===== src/rtl/alu_pkg.sv =====
// Shared types for the sequential ALU: opcodes, FSM states and flag bit positions.
package alu_pkg;

  typedef enum logic [3:0] {
    OP_ADD = 4'd0,
    OP_ADC = 4'd1,
    OP_SUB = 4'd2,
    OP_SBC = 4'd3,
    OP_AND = 4'd4,
    OP_OR  = 4'd5,
    OP_XOR = 4'd6,
    OP_SHL = 4'd7,
    OP_SAR = 4'd8,
    OP_ROL = 4'd9,
    OP_ROR = 4'd10,
    OP_MUL = 4'd11
  } op_t;

  typedef enum logic [1:0] {
    ST_IDLE  = 2'd0,
    ST_SHIFT = 2'd1,
    ST_MUL   = 2'd2,
    ST_DONE  = 2'd3
  } state_t;

  localparam int FLAG_N = 3;
  localparam int FLAG_Z = 2;
  localparam int FLAG_C = 1;
  localparam int FLAG_V = 0;

  function automatic logic [3:0] mk_flags(input logic n, input logic z,
                                          input logic c, input logic v);
    logic [3:0] f;
    f         = '0;
    f[FLAG_N] = n;
    f[FLAG_Z] = z;
    f[FLAG_C] = c;
    f[FLAG_V] = v;
    return f;
  endfunction

endpackage


===== src/rtl/seq_alu_if.sv =====
// Request/result bus of the sequential ALU. A request is taken on an edge with
// in_valid & in_ready; a result is held stable while out_valid until an edge with out_ready.
interface seq_alu_if #(
  parameter int WIDTH = 8
);
  logic             in_valid;
  logic             in_ready;
  logic [3:0]       op;
  logic [WIDTH-1:0] a;
  logic [WIDTH-1:0] b;
  logic             out_valid;
  logic             out_ready;
  logic [WIDTH-1:0] r;
  logic [WIDTH-1:0] r_hi;
  logic [3:0]       flags;
  logic             err;

  modport master (
    output in_valid, op, a, b, out_ready,
    input  in_ready, out_valid, r, r_hi, flags, err
  );

  modport slave (
    input  in_valid, op, a, b, out_ready,
    output in_ready, out_valid, r, r_hi, flags, err
  );
endinterface


===== src/rtl/alu_addsub.sv =====
// Combinational WIDTH-bit adder/subtractor; subtraction adds the inverted operand
// so carry-out reads as "no borrow".
module alu_addsub #(
  parameter int WIDTH = 8
) (
  input  logic [WIDTH-1:0] i_a,
  input  logic [WIDTH-1:0] i_b,
  input  logic             i_sub,
  input  logic             i_cin,
  output logic [WIDTH-1:0] o_sum,
  output logic             o_cout,
  output logic             o_ovf
);
  logic [WIDTH-1:0] w_bx;
  logic [WIDTH:0]   w_full;

  assign w_bx   = i_sub ? ~i_b : i_b;
  assign w_full = {1'b0, i_a} + {1'b0, w_bx} + {{WIDTH{1'b0}}, i_cin};
  assign o_sum  = w_full[WIDTH-1:0];
  assign o_cout = w_full[WIDTH];
  // Overflow: both addends share a sign that the sum does not.
  assign o_ovf  = (i_a[WIDTH-1] == w_bx[WIDTH-1]) && (o_sum[WIDTH-1] != i_a[WIDTH-1]);
endmodule


===== src/rtl/seq_alu.sv =====
// Sequential ALU: single-pass add/sub/logic, bit-serial shifts and rotates, and a
// WIDTH-cycle shift-add multiplier, all behind the seq_alu_if handshake.
module seq_alu
  import alu_pkg::*;
#(
  parameter int WIDTH = 8
) (
  input  logic     clk,
  input  logic     rst,
  seq_alu_if.slave bus,
  output state_t   o_state
);
  localparam int CW = $clog2(WIDTH) + 1;
  localparam logic [WIDTH-1:0] W_VAL = WIDTH'(WIDTH);

  state_t           r_state, w_next;
  logic [3:0]       r_op;
  logic [WIDTH-1:0] r_acc, r_mcand, r_hi_acc;
  logic [CW-1:0]    r_cnt, w_shift_n;
  logic [WIDTH-1:0] r_res, r_res_hi, w_res;
  logic [3:0]       r_flags, w_flags;
  logic             r_err, w_err;
  logic             w_is_shift, w_is_mul, w_accept, w_last, w_direct;
  logic             w_as_sub, w_as_cin, w_as_cout, w_as_ovf;
  logic [WIDTH-1:0] w_as_sum;
  logic [WIDTH-1:0] w_sh_next;
  logic             w_sh_c;
  logic [WIDTH:0]   w_mul_sum;
  logic [WIDTH-1:0] w_mul_lo, w_mul_hi;

  assign w_is_shift = (bus.op >= OP_SHL) && (bus.op <= OP_ROR);
  assign w_is_mul   = (bus.op == OP_MUL);
  assign w_accept   = bus.in_valid && (r_state == ST_IDLE);
  assign w_last     = (r_cnt == CW'(1));
  assign w_direct   = !w_is_mul && !(w_is_shift && (w_shift_n != '0));

  // ADC/SBC chain from the carry held in the flag register.
  assign w_as_sub = (bus.op == OP_SUB) || (bus.op == OP_SBC);
  assign w_as_cin = ((bus.op == OP_ADC) || (bus.op == OP_SBC)) ? r_flags[FLAG_C]
                                                                : (bus.op == OP_SUB);

  alu_addsub #(.WIDTH(WIDTH)) u_addsub (
    .i_a   (bus.a),
    .i_b   (bus.b),
    .i_sub (w_as_sub),
    .i_cin (w_as_cin),
    .o_sum (w_as_sum),
    .o_cout(w_as_cout),
    .o_ovf (w_as_ovf)
  );

  always_comb begin
    w_shift_n = '0;
    case (bus.op)
      OP_SHL, OP_SAR: w_shift_n = (bus.b >= W_VAL) ? CW'(WIDTH) : CW'(bus.b);
      OP_ROL, OP_ROR: w_shift_n = CW'(bus.b % W_VAL);
      default:        w_shift_n = '0;
    endcase
  end

  always_comb begin
    w_res   = '0;
    w_flags = r_flags;
    w_err   = 1'b0;
    case (bus.op)
      OP_ADD, OP_ADC, OP_SUB, OP_SBC: begin
        w_res           = w_as_sum;
        w_flags[FLAG_C] = w_as_cout;
        w_flags[FLAG_V] = w_as_ovf;
      end
      OP_AND: begin w_res = bus.a & bus.b; w_flags[FLAG_C] = 1'b0; w_flags[FLAG_V] = 1'b0; end
      OP_OR:  begin w_res = bus.a | bus.b; w_flags[FLAG_C] = 1'b0; w_flags[FLAG_V] = 1'b0; end
      OP_XOR: begin w_res = bus.a ^ bus.b; w_flags[FLAG_C] = 1'b0; w_flags[FLAG_V] = 1'b0; end
      OP_SHL, OP_SAR, OP_ROL, OP_ROR: w_res = bus.a;
      OP_MUL: w_res = '0;
      default: w_err = 1'b1;
    endcase
    if (!w_err) begin
      w_flags[FLAG_N] = w_res[WIDTH-1];
      w_flags[FLAG_Z] = (w_res == '0);
    end
  end

  always_comb begin
    w_sh_next = r_acc;
    w_sh_c    = 1'b0;
    case (r_op)
      OP_SHL: begin w_sh_c = r_acc[WIDTH-1]; w_sh_next = {r_acc[WIDTH-2:0], 1'b0}; end
      OP_SAR: begin w_sh_c = r_acc[0];       w_sh_next = {r_acc[WIDTH-1], r_acc[WIDTH-1:1]}; end
      OP_ROL: begin w_sh_c = r_acc[WIDTH-1]; w_sh_next = {r_acc[WIDTH-2:0], r_acc[WIDTH-1]}; end
      OP_ROR: begin w_sh_c = r_acc[0];       w_sh_next = {r_acc[0], r_acc[WIDTH-1:1]}; end
      default: begin w_sh_c = 1'b0; w_sh_next = r_acc; end
    endcase
  end

  // Multiplier in r_acc shifts out LSB-first while product bits shift in from the top.
  assign w_mul_sum = {1'b0, r_hi_acc} + {1'b0, r_mcand & {WIDTH{r_acc[0]}}};
  assign w_mul_lo  = {w_mul_sum[0], r_acc[WIDTH-1:1]};
  assign w_mul_hi  = w_mul_sum[WIDTH:1];

  always_ff @(posedge clk or posedge rst) begin
    if (rst) r_state <= ST_IDLE;
    else     r_state <= w_next;
  end

  always_comb begin
    w_next        = r_state;
    bus.in_ready  = 1'b0;
    bus.out_valid = 1'b0;
    case (r_state)
      ST_IDLE: begin
        bus.in_ready = 1'b1;
        if (bus.in_valid) begin
          if (w_is_mul)      w_next = ST_MUL;
          else if (w_direct) w_next = ST_DONE;
          else               w_next = ST_SHIFT;
        end
      end
      ST_SHIFT, ST_MUL: if (w_last) w_next = ST_DONE;
      ST_DONE: begin
        bus.out_valid = 1'b1;
        if (bus.out_ready) w_next = ST_IDLE;
      end
      default: w_next = ST_IDLE;
    endcase
  end

  always_ff @(posedge clk or posedge rst) begin
    if (rst) begin
      r_op     <= '0;
      r_acc    <= '0;
      r_mcand  <= '0;
      r_hi_acc <= '0;
      r_cnt    <= '0;
      r_res    <= '0;
      r_res_hi <= '0;
      r_flags  <= '0;
      r_err    <= 1'b0;
    end else begin
      case (r_state)
        ST_IDLE: if (w_accept) begin
          r_op     <= bus.op;
          r_mcand  <= bus.a;
          r_hi_acc <= '0;
          r_acc    <= w_is_mul ? bus.b : bus.a;
          r_cnt    <= w_is_mul ? CW'(WIDTH) : w_shift_n;
          if (w_direct) begin
            r_res    <= w_res;
            r_res_hi <= '0;
            r_flags  <= w_flags;
            r_err    <= w_err;
          end
        end
        ST_SHIFT: begin
          r_acc <= w_sh_next;
          r_cnt <= r_cnt - CW'(1);
          if (w_last) begin
            r_res    <= w_sh_next;
            r_res_hi <= '0;
            r_flags  <= mk_flags(w_sh_next[WIDTH-1], w_sh_next == '0, w_sh_c, 1'b0);
            r_err    <= 1'b0;
          end
        end
        ST_MUL: begin
          r_acc    <= w_mul_lo;
          r_hi_acc <= w_mul_hi;
          r_cnt    <= r_cnt - CW'(1);
          if (w_last) begin
            r_res    <= w_mul_lo;
            r_res_hi <= w_mul_hi;
            r_flags  <= mk_flags(w_mul_lo[WIDTH-1], {w_mul_hi, w_mul_lo} == '0,
                                 w_mul_hi != '0, 1'b0);
            r_err    <= 1'b0;
          end
        end
        default: ;
      endcase
    end
  end

  assign bus.r     = r_res;
  assign bus.r_hi  = r_res_hi;
  assign bus.flags = r_flags;
  assign bus.err   = r_err;
  assign o_state   = r_state;
endmodule

===== src/flat_wrapper.sv =====
// flat-port wrapper written by rule: the top's interface ports become plain ports
module seq_alu_flat import alu_pkg::*;
#(
  parameter int WIDTH = 8
)
  (clk, rst, o_state, bus_in_valid, bus_op, bus_a, bus_b, bus_out_ready, bus_in_ready, bus_out_valid, bus_r, bus_r_hi, bus_flags, bus_err);
  seq_alu_if #(.WIDTH(WIDTH)) bus_i ();
  input  logic clk;
  input  logic rst;
  output state_t o_state;
  input wire logic [$bits(bus_i.in_valid)-1:0] bus_in_valid;
  input wire logic [$bits(bus_i.op)-1:0] bus_op;
  input wire logic [$bits(bus_i.a)-1:0] bus_a;
  input wire logic [$bits(bus_i.b)-1:0] bus_b;
  input wire logic [$bits(bus_i.out_ready)-1:0] bus_out_ready;
  output wire logic [$bits(bus_i.in_ready)-1:0] bus_in_ready;
  output wire logic [$bits(bus_i.out_valid)-1:0] bus_out_valid;
  output wire logic [$bits(bus_i.r)-1:0] bus_r;
  output wire logic [$bits(bus_i.r_hi)-1:0] bus_r_hi;
  output wire logic [$bits(bus_i.flags)-1:0] bus_flags;
  output wire logic [$bits(bus_i.err)-1:0] bus_err;
  assign bus_i.in_valid = bus_in_valid;
  assign bus_i.op = bus_op;
  assign bus_i.a = bus_a;
  assign bus_i.b = bus_b;
  assign bus_i.out_ready = bus_out_ready;
  assign bus_in_ready = bus_i.in_ready;
  assign bus_out_valid = bus_i.out_valid;
  assign bus_r = bus_i.r;
  assign bus_r_hi = bus_i.r_hi;
  assign bus_flags = bus_i.flags;
  assign bus_err = bus_i.err;
  seq_alu #(.WIDTH(WIDTH)) u_core (.clk(clk), .rst(rst), .bus(bus_i), .o_state(o_state));
endmodule

===== config.mk =====
export PLATFORM = sky130hd
export DESIGN_NAME = seq_alu_flat
export DESIGN_NICKNAME = d
export VERILOG_FILES = /design/src/rtl/alu_pkg.sv /design/src/rtl/seq_alu_if.sv /design/src/rtl/alu_addsub.sv /design/src/rtl/seq_alu.sv /design/src/flat_wrapper.sv
export SDC_FILE = /design/constraint.sdc
export NUM_CORES = 1
export LEC_CHECK = 0
export BUFFER_PORTS_ARGS = -buffer_cell sky130_fd_sc_hd__buf_2
export CAP_MARGIN = 15
export CORE_MARGIN = 2
export CORE_UTILIZATION = 23
export CTS_CLUSTER_SIZE = 16
export DETAILED_ROUTE_END_ITERATION = 8
export GPL_TIMING_DRIVEN = 0
export PLACE_DENSITY = 0.45
export SLEW_MARGIN = 20
export SYNTH_ARGS = -nofsm -noshare
export SYNTH_HDL_FRONTEND = slang
export SYNTH_SLANG_ARGS = --single-unit
export TNS_END_PERCENT = 100

===== constraint.sdc =====
create_clock -name clk -period 4.6 [get_ports clk]
set_input_delay 0.92 -clock clk [delete_from_list [all_inputs] [get_ports clk]]
set_output_delay 0.92 -clock clk [all_outputs]
set_load 0.05 [all_outputs]

Yosys cells after proc, flatten, opt, wreduce, memory -nomap -nowiden:

Index checks and enable logic that the tools add are counted.

* memory bits (writable): 0
* memories kept: 0
* bits of input ports: 24
* logic and storage cells: 135
* flip-flop bits (word level): 55
* latch bits: 0
* bits in read-only memories: 0
* output and inout port bits: 25

* multiply operators: 0
* bitwise gates (word level): 5
* multiplexer cells: 45
* $add $sub $neg: 4
* $lt $le $gt $ge: 3
* divide/modulo/power cells: 0
* equal/unequal tests: 30
* reductions and logical operators: 37
* shift-type cells: 0

Operators by type and width (number)
* $mux 8: 12
* $pmux 8 s3: 3
* $pmux 8 s5: 1
* $pmux 8 s4: 1
* $eq 4x4->1 const B: 7
* $mux 4: 7
* $eq 4x3->1 const B: 5
* $add 8x8->9: 2
* $and 8x8->8: 2
* $logic_not 16->1: 1
* $logic_not 8->1: 2
* $pmux 4 s2: 2
* $pmux 8 s2: 1
* $mux 2: 6
* $pmux 4 s3: 1
* $reduce_and 6->1: 2
* $reduce_or 12->1: 1
* $ne 2x1->1 const B: 5
* $reduce_or 2->1: 5
* $add 9x1->9: 1
* $eq 4x1->1 const B: 2
* $eq 4x2->1 const B: 2
* $ge 8x4->1 const B: 1
* $not 8->8: 1
* 30 further kinds: 51

Logic depth before layout (Yosys ltp):

* depth in word-level cells: 11
* mapped depth: 14

Cells and area by module:

Synthesis repeated with hierarchy kept, for this count alone.

* cell total of the unflattened synthesis: 600
* area, all modules: 4804.6 sq um

Modules (own cells, without submodules)
* seq_alu: times used 1, cells an instance 540, area each 4331.7 sq um
* alu_addsub: times used 1, cells an instance 60, area each 473.0 sq um

Least setup slack after synthesis:

OpenSTA, ideal clock, no wires.

* path kind: input -> register
* from: in bus_op[2]
* to: reg u_core.r_flags[2], in the netlist u_core.bus.flags[2]
* path slack: 109 ps
* data arrival time: 4425 ps
* buffers on the path: 2
* stages: 14
* library setup time: 67 ps
* cell sequence: clkbuf_1 > or2_2 > clkbuf_1 > nor2_1 > xnor2_1 > fa_1 > fa_1 > a211oi_1 > o21bai_1 > mux2i_1 > o221ai_1 > or3_1 > nor4_1 > o32a_1

* word-level cells in the longest chain between the ends: 11
* elaborated cells between the ends (all ways): 41
* those cells by class: add/sub (2); order compare (2); eq/ne (13); mux (8); reduce/logical (16)

RTL lines
* start, declared: RTL line flat_wrapper.sv:12 `input wire logic [$bits(bus_i.op)-1:0] bus_op;`
* $eq 4x2->1, on equally long branches
* $logic_or 1x1->1: RTL line seq_alu.sv:38 `assign w_as_sub = (bus.op == OP_SUB) || (bus.op == OP_SBC);`
* $mux 8: RTL line alu_addsub.sv:17 `assign w_bx = i_sub ? ~i_b : i_b;`
* $add 8x8->9: RTL line alu_addsub.sv:18 `assign w_full = {1'b0, i_a} + {1'b0, w_bx} + {{WIDTH{1'b0}}, i_cin};`
* $add 9x1->9: RTL line alu_addsub.sv:18
* $pmux 8 s5: RTL line seq_alu.sv:65 `case (bus.op)`
* $logic_not 8->1: RTL line seq_alu.sv:80 `w_flags[FLAG_Z] = (w_res == '0);`
* $mux 2: RTL line seq_alu.sv:78 `if (!w_err) begin`
* $mux 4: RTL line seq_alu.sv:147 `if (w_direct) begin`
* $mux 4: RTL line seq_alu.sv:141 `ST_IDLE: if (w_accept) begin`
* $pmux 4 s3: RTL line seq_alu.sv:140 `case (r_state)`
* end signal, assigned: RTL line seq_alu.sv:150 `r_flags <= w_flags;`
* end signal, assigned: RTL line seq_alu.sv:160 `r_flags <= mk_flags(w_sh_next[WIDTH-1], w_sh_next == '0, w_sh_c, 1'b0);`
* end signal, assigned: RTL line seq_alu.sv:171 `r_flags <= mk_flags(w_mul_lo[WIDTH-1], {w_mul_hi, w_mul_lo} == '0,`
* end, declared: RTL line seq_alu.sv:21 `logic [3:0] r_flags, w_flags;`

Parallel ways exist; a longest one is shown, timed or not. The select of a mux whose other input is x is not followed.
A chain may end at the register's enable or synchronous reset.

Worst setup path in the final report:

Ends and elaborated chain as after synthesis.

==> results.ini <==
[run_status]
status = finished, final reports clean

[sta]
slew_headroom = 0.315
grt_setup_unrepaired = false
slew_viol_final = 0
fin_skew_ps = 9.41
setup_ws_ps = 267
period_minus_slack_ps = 4330
max_freq_mhz = 231
worst_slew_pin_slew_ps = 1020
setup_violations = 0
period_share = 0.942
hold_viol = 0

[power_and_ir_drop]
power_density_mw_per_mm2 = 667
p_leak_nw = 2.42
internal-power_mw = 1.64
seqPwrFrac = 0.249
power_frac_comb = 0.639
p_clk_frac = 0.112
vdd_drop_max_uv = 211
p_sw_mw = 1.93
switching_share = 0.541

[logic_synthesis]
syn_inst = 567
syn-mean-instance-area_um2 = 8.10
synthArstFlopShare = 1.00
seq_area_frac_synth = 0.300
yosysWarningCount = 0
ys_ff_latch = 55
synth_area_mm2 = 0.00459
synth_edf_count = 0
syn_nets = 631
ys_types = 67
synth_ff_type = dfrtp_1

[layout]
insertedDiodeCount = 0
most-common-layout-cells = nand2_1, dfrtp_1, o21ai_0
syn_to_final_growth_pct = 16.5
final_common_cell = nand2_1
nets = 684
final_area_mm2 = 0.00535
layout-drive-gt1-share = 0.135
fillCellCount = 2172

[worst_setup_path]
crit_start = bus_op[2]
crit_path_end_kind = register
reg2reg_slack_ps = 800
arrival_ps = 4550
cp_data_required_time_ps = 4820
r2r_cells = 11
cp_max_fo = 9
critPathKind = in -> reg
r2r_start = u_core.r_acc[0]
timing.rr.end = u_core.bus.flags[1]
crit_path_start_kind = primary input

[hold_path]
hp-class = reg -> reg
hold_end = u_core.bus.r[6]
hp-start = u_core.bus.r[6]
holdPathStages = 2

[floorplanning]
start_util = 0.235
dieArea_mm2 = 0.0211
die_w_um = 145
rows = 51
die_h_um = 145
ios = 49
core_area_mm2 = 0.0195

[global_routing]
antenna_found_initial = 0
grt_use_total = 0.146
overflow = 0
grt_start_max_net_pins = 51
grt_pass1_vias = 4390
grt_first_pass_wirelength_um = 24800

[place]
hpwl_um = 12100
place.gp.congestion = 0.909
post_dp_cell_area_mm2 = 0.00518
post-place-ws_ps = -913
io_buffers = 45

[routing]
wl_per_cell_um = 17.4
post_drt_via_cell_ratio = 4.98
met1_length_um = 7130
route.met3.wl_um = 688
dr.pass1.iters = 5
routed_wirelength_um = 15400
drtIter0Drc = 349
postRouteAntennaNets = 0
wl_met2_um = 7270
highest_layer = met4
vias = 4411
post-route-drc-count = 0

[clock_network]
clkTransAtPathRegs_ps = 80
cts_made_buffers = 5
cts_tree = built
clock_path_buffers = 2
clk_latency_ps = 300
cts_max_level = 2
root_buffer = clkbuf_16
cts_hold_buf = 0
cts_sinks = 55

[job]
cap_violations = 0

==> cell type report <==
class / instances / area (µm²) / share of cell area
plain buffers: 30 / 120 / 0.0225
clock buffers: 5 / 125 / 0.0234
clock inverters: 3 / 22.5 / 0.00421
inverters: 39 / 149 / 0.0278
multi-input cells: 442 / 2970 / 0.554
flip-flops and latches: 55 / 1380 / 0.257
well taps: 265 / 332 / 0.0620
repair buffers: 47 / 260 / 0.0486
==> worst max-delay path by stage <==
| stage | end | cells past startpoint |
|---|---|---|
| after CTS | u_core.bus.flags[2] | 15 |
| after global routing | u_core.bus.flags[2] | 14 |
| after floorplan | u_core.bus.flags[2] | 14 |
| after global placement | u_core.bus.flags[2] | 14 |
| final | u_core.bus.flags[2] | 14 |
| after detailed placement | u_core.bus.flags[2] | 15 |
==> sequential cells by signal (all words and copies together) (netlist names) <==
name / flops
u_core.bus.err: 1
u_core.bus.flags: 4
u_core.bus.r: 8
u_core.bus.r_hi: 8
u_core.o_state: 2
u_core.r_acc: 8
u_core.r_cnt: 4
u_core.r_hi_acc: 8
u_core.r_mcand: 8
u_core.r_op: 4
==> what timing repair did <==
item | 4_1_cts | 5_1_grt
setup buffers | 1 | 0
setup endpoints to repair | 6 | 2
resized for setup | 2 | 2
pin swaps | 1 | 0
==> logic make-up after synthesis <==
| family | Yosys count | synth area share |
|---|---|---|
| buf+inv | 70 | 0.0588 |
| compound gates | 168 | 0.245 |
| fa+ha+maj | 40 | 0.114 |
| flops | 55 | 0.300 |
| simple gates | 203 | 0.212 |
| mux | 15 | 0.0398 |
| xor+xnor | 16 | 0.0305 |
==> metal layers <==
| layer | global-route usage | vias up |
|---|---|---|
| met2 | 0.242 | 160 |
| met4 | 0.0422 | 0 |
| met5 | 0 | - |
| met3 | 0.0167 | 19 |
| li1 | - | 2132 |
| met1 | 0.200 | 2100 |
==> power by group through the flow <==
stage                     sequential [mW]  combinational, mW  clock [mW]
after floorplan                      1.13               1.36           0
after global placement              0.895               2.25           0
after detailed placement            0.902               2.28           0
after CTS                           0.892               2.28       0.409
after global routing                0.922               2.53       0.424
final                               0.889               2.28       0.400
==> critical path, cell delays in order <==
cell      delay [ps]
clkbuf_1         300
or2_2            190
clkbuf_1         290
nor2_4            80
xnor2_1          150
fa_1             440
fa_1             440
a211oi_2         300
o21bai_1         170
mux2i_1          190
o221ai_1         200
or3_1            390
nor4_1           230
o32a_1           260
==> synthesized netlist by cell type, drive strengths merged (3+ instances only) <==
cell,count,area [µm²]
and3,7,43.8
xor2,5,43.8
o21bai,4,30.0
nand3,7,35.0
nor3,5,25.0
nand4b,4,35.0
o31ai,14,105
inv,39,146
a21oi,25,125
fa,3,60.1
nor2b,3,18.8
nand2b,10,62.6
clkbuf,23,86.3
a221o,3,30.0
xnor2,11,96.3
nand2,89,334
a22oi,5,37.5
a22o,8,71.3
and2,12,75.1
buf,8,37.5
or3,4,25.0
dfrtp,55,1380
o21a,3,22.5
nor3b,4,35.0
nor2,43,161
o311ai,5,43.8
mux2,6,67.6
a21o,5,38.8
a31oi,3,18.8
a32oi,3,26.3
mux2i,7,70.1
o211ai,7,57.6
ha,37,463
a211oi,10,75.1
nor4,4,25.0
o21ai,55,275
==> per-stage QoR <==
stage	TNS [ps]	hold slack [ps]	total power, mW	util	cells
3_5_place_dp	-4150	470	3.18	0.265	878
6_report	0	479	3.57	0.274	886
2_1_floorplan	0	442	2.49	-	567
3_3_place_gp	-4880	465	3.14	0.264	877
5_1_grt	0	505	3.87	0.274	886
4_1_cts	0	488	3.59	0.274	887
No activity file was read; power rests on OpenSTA's default activity.
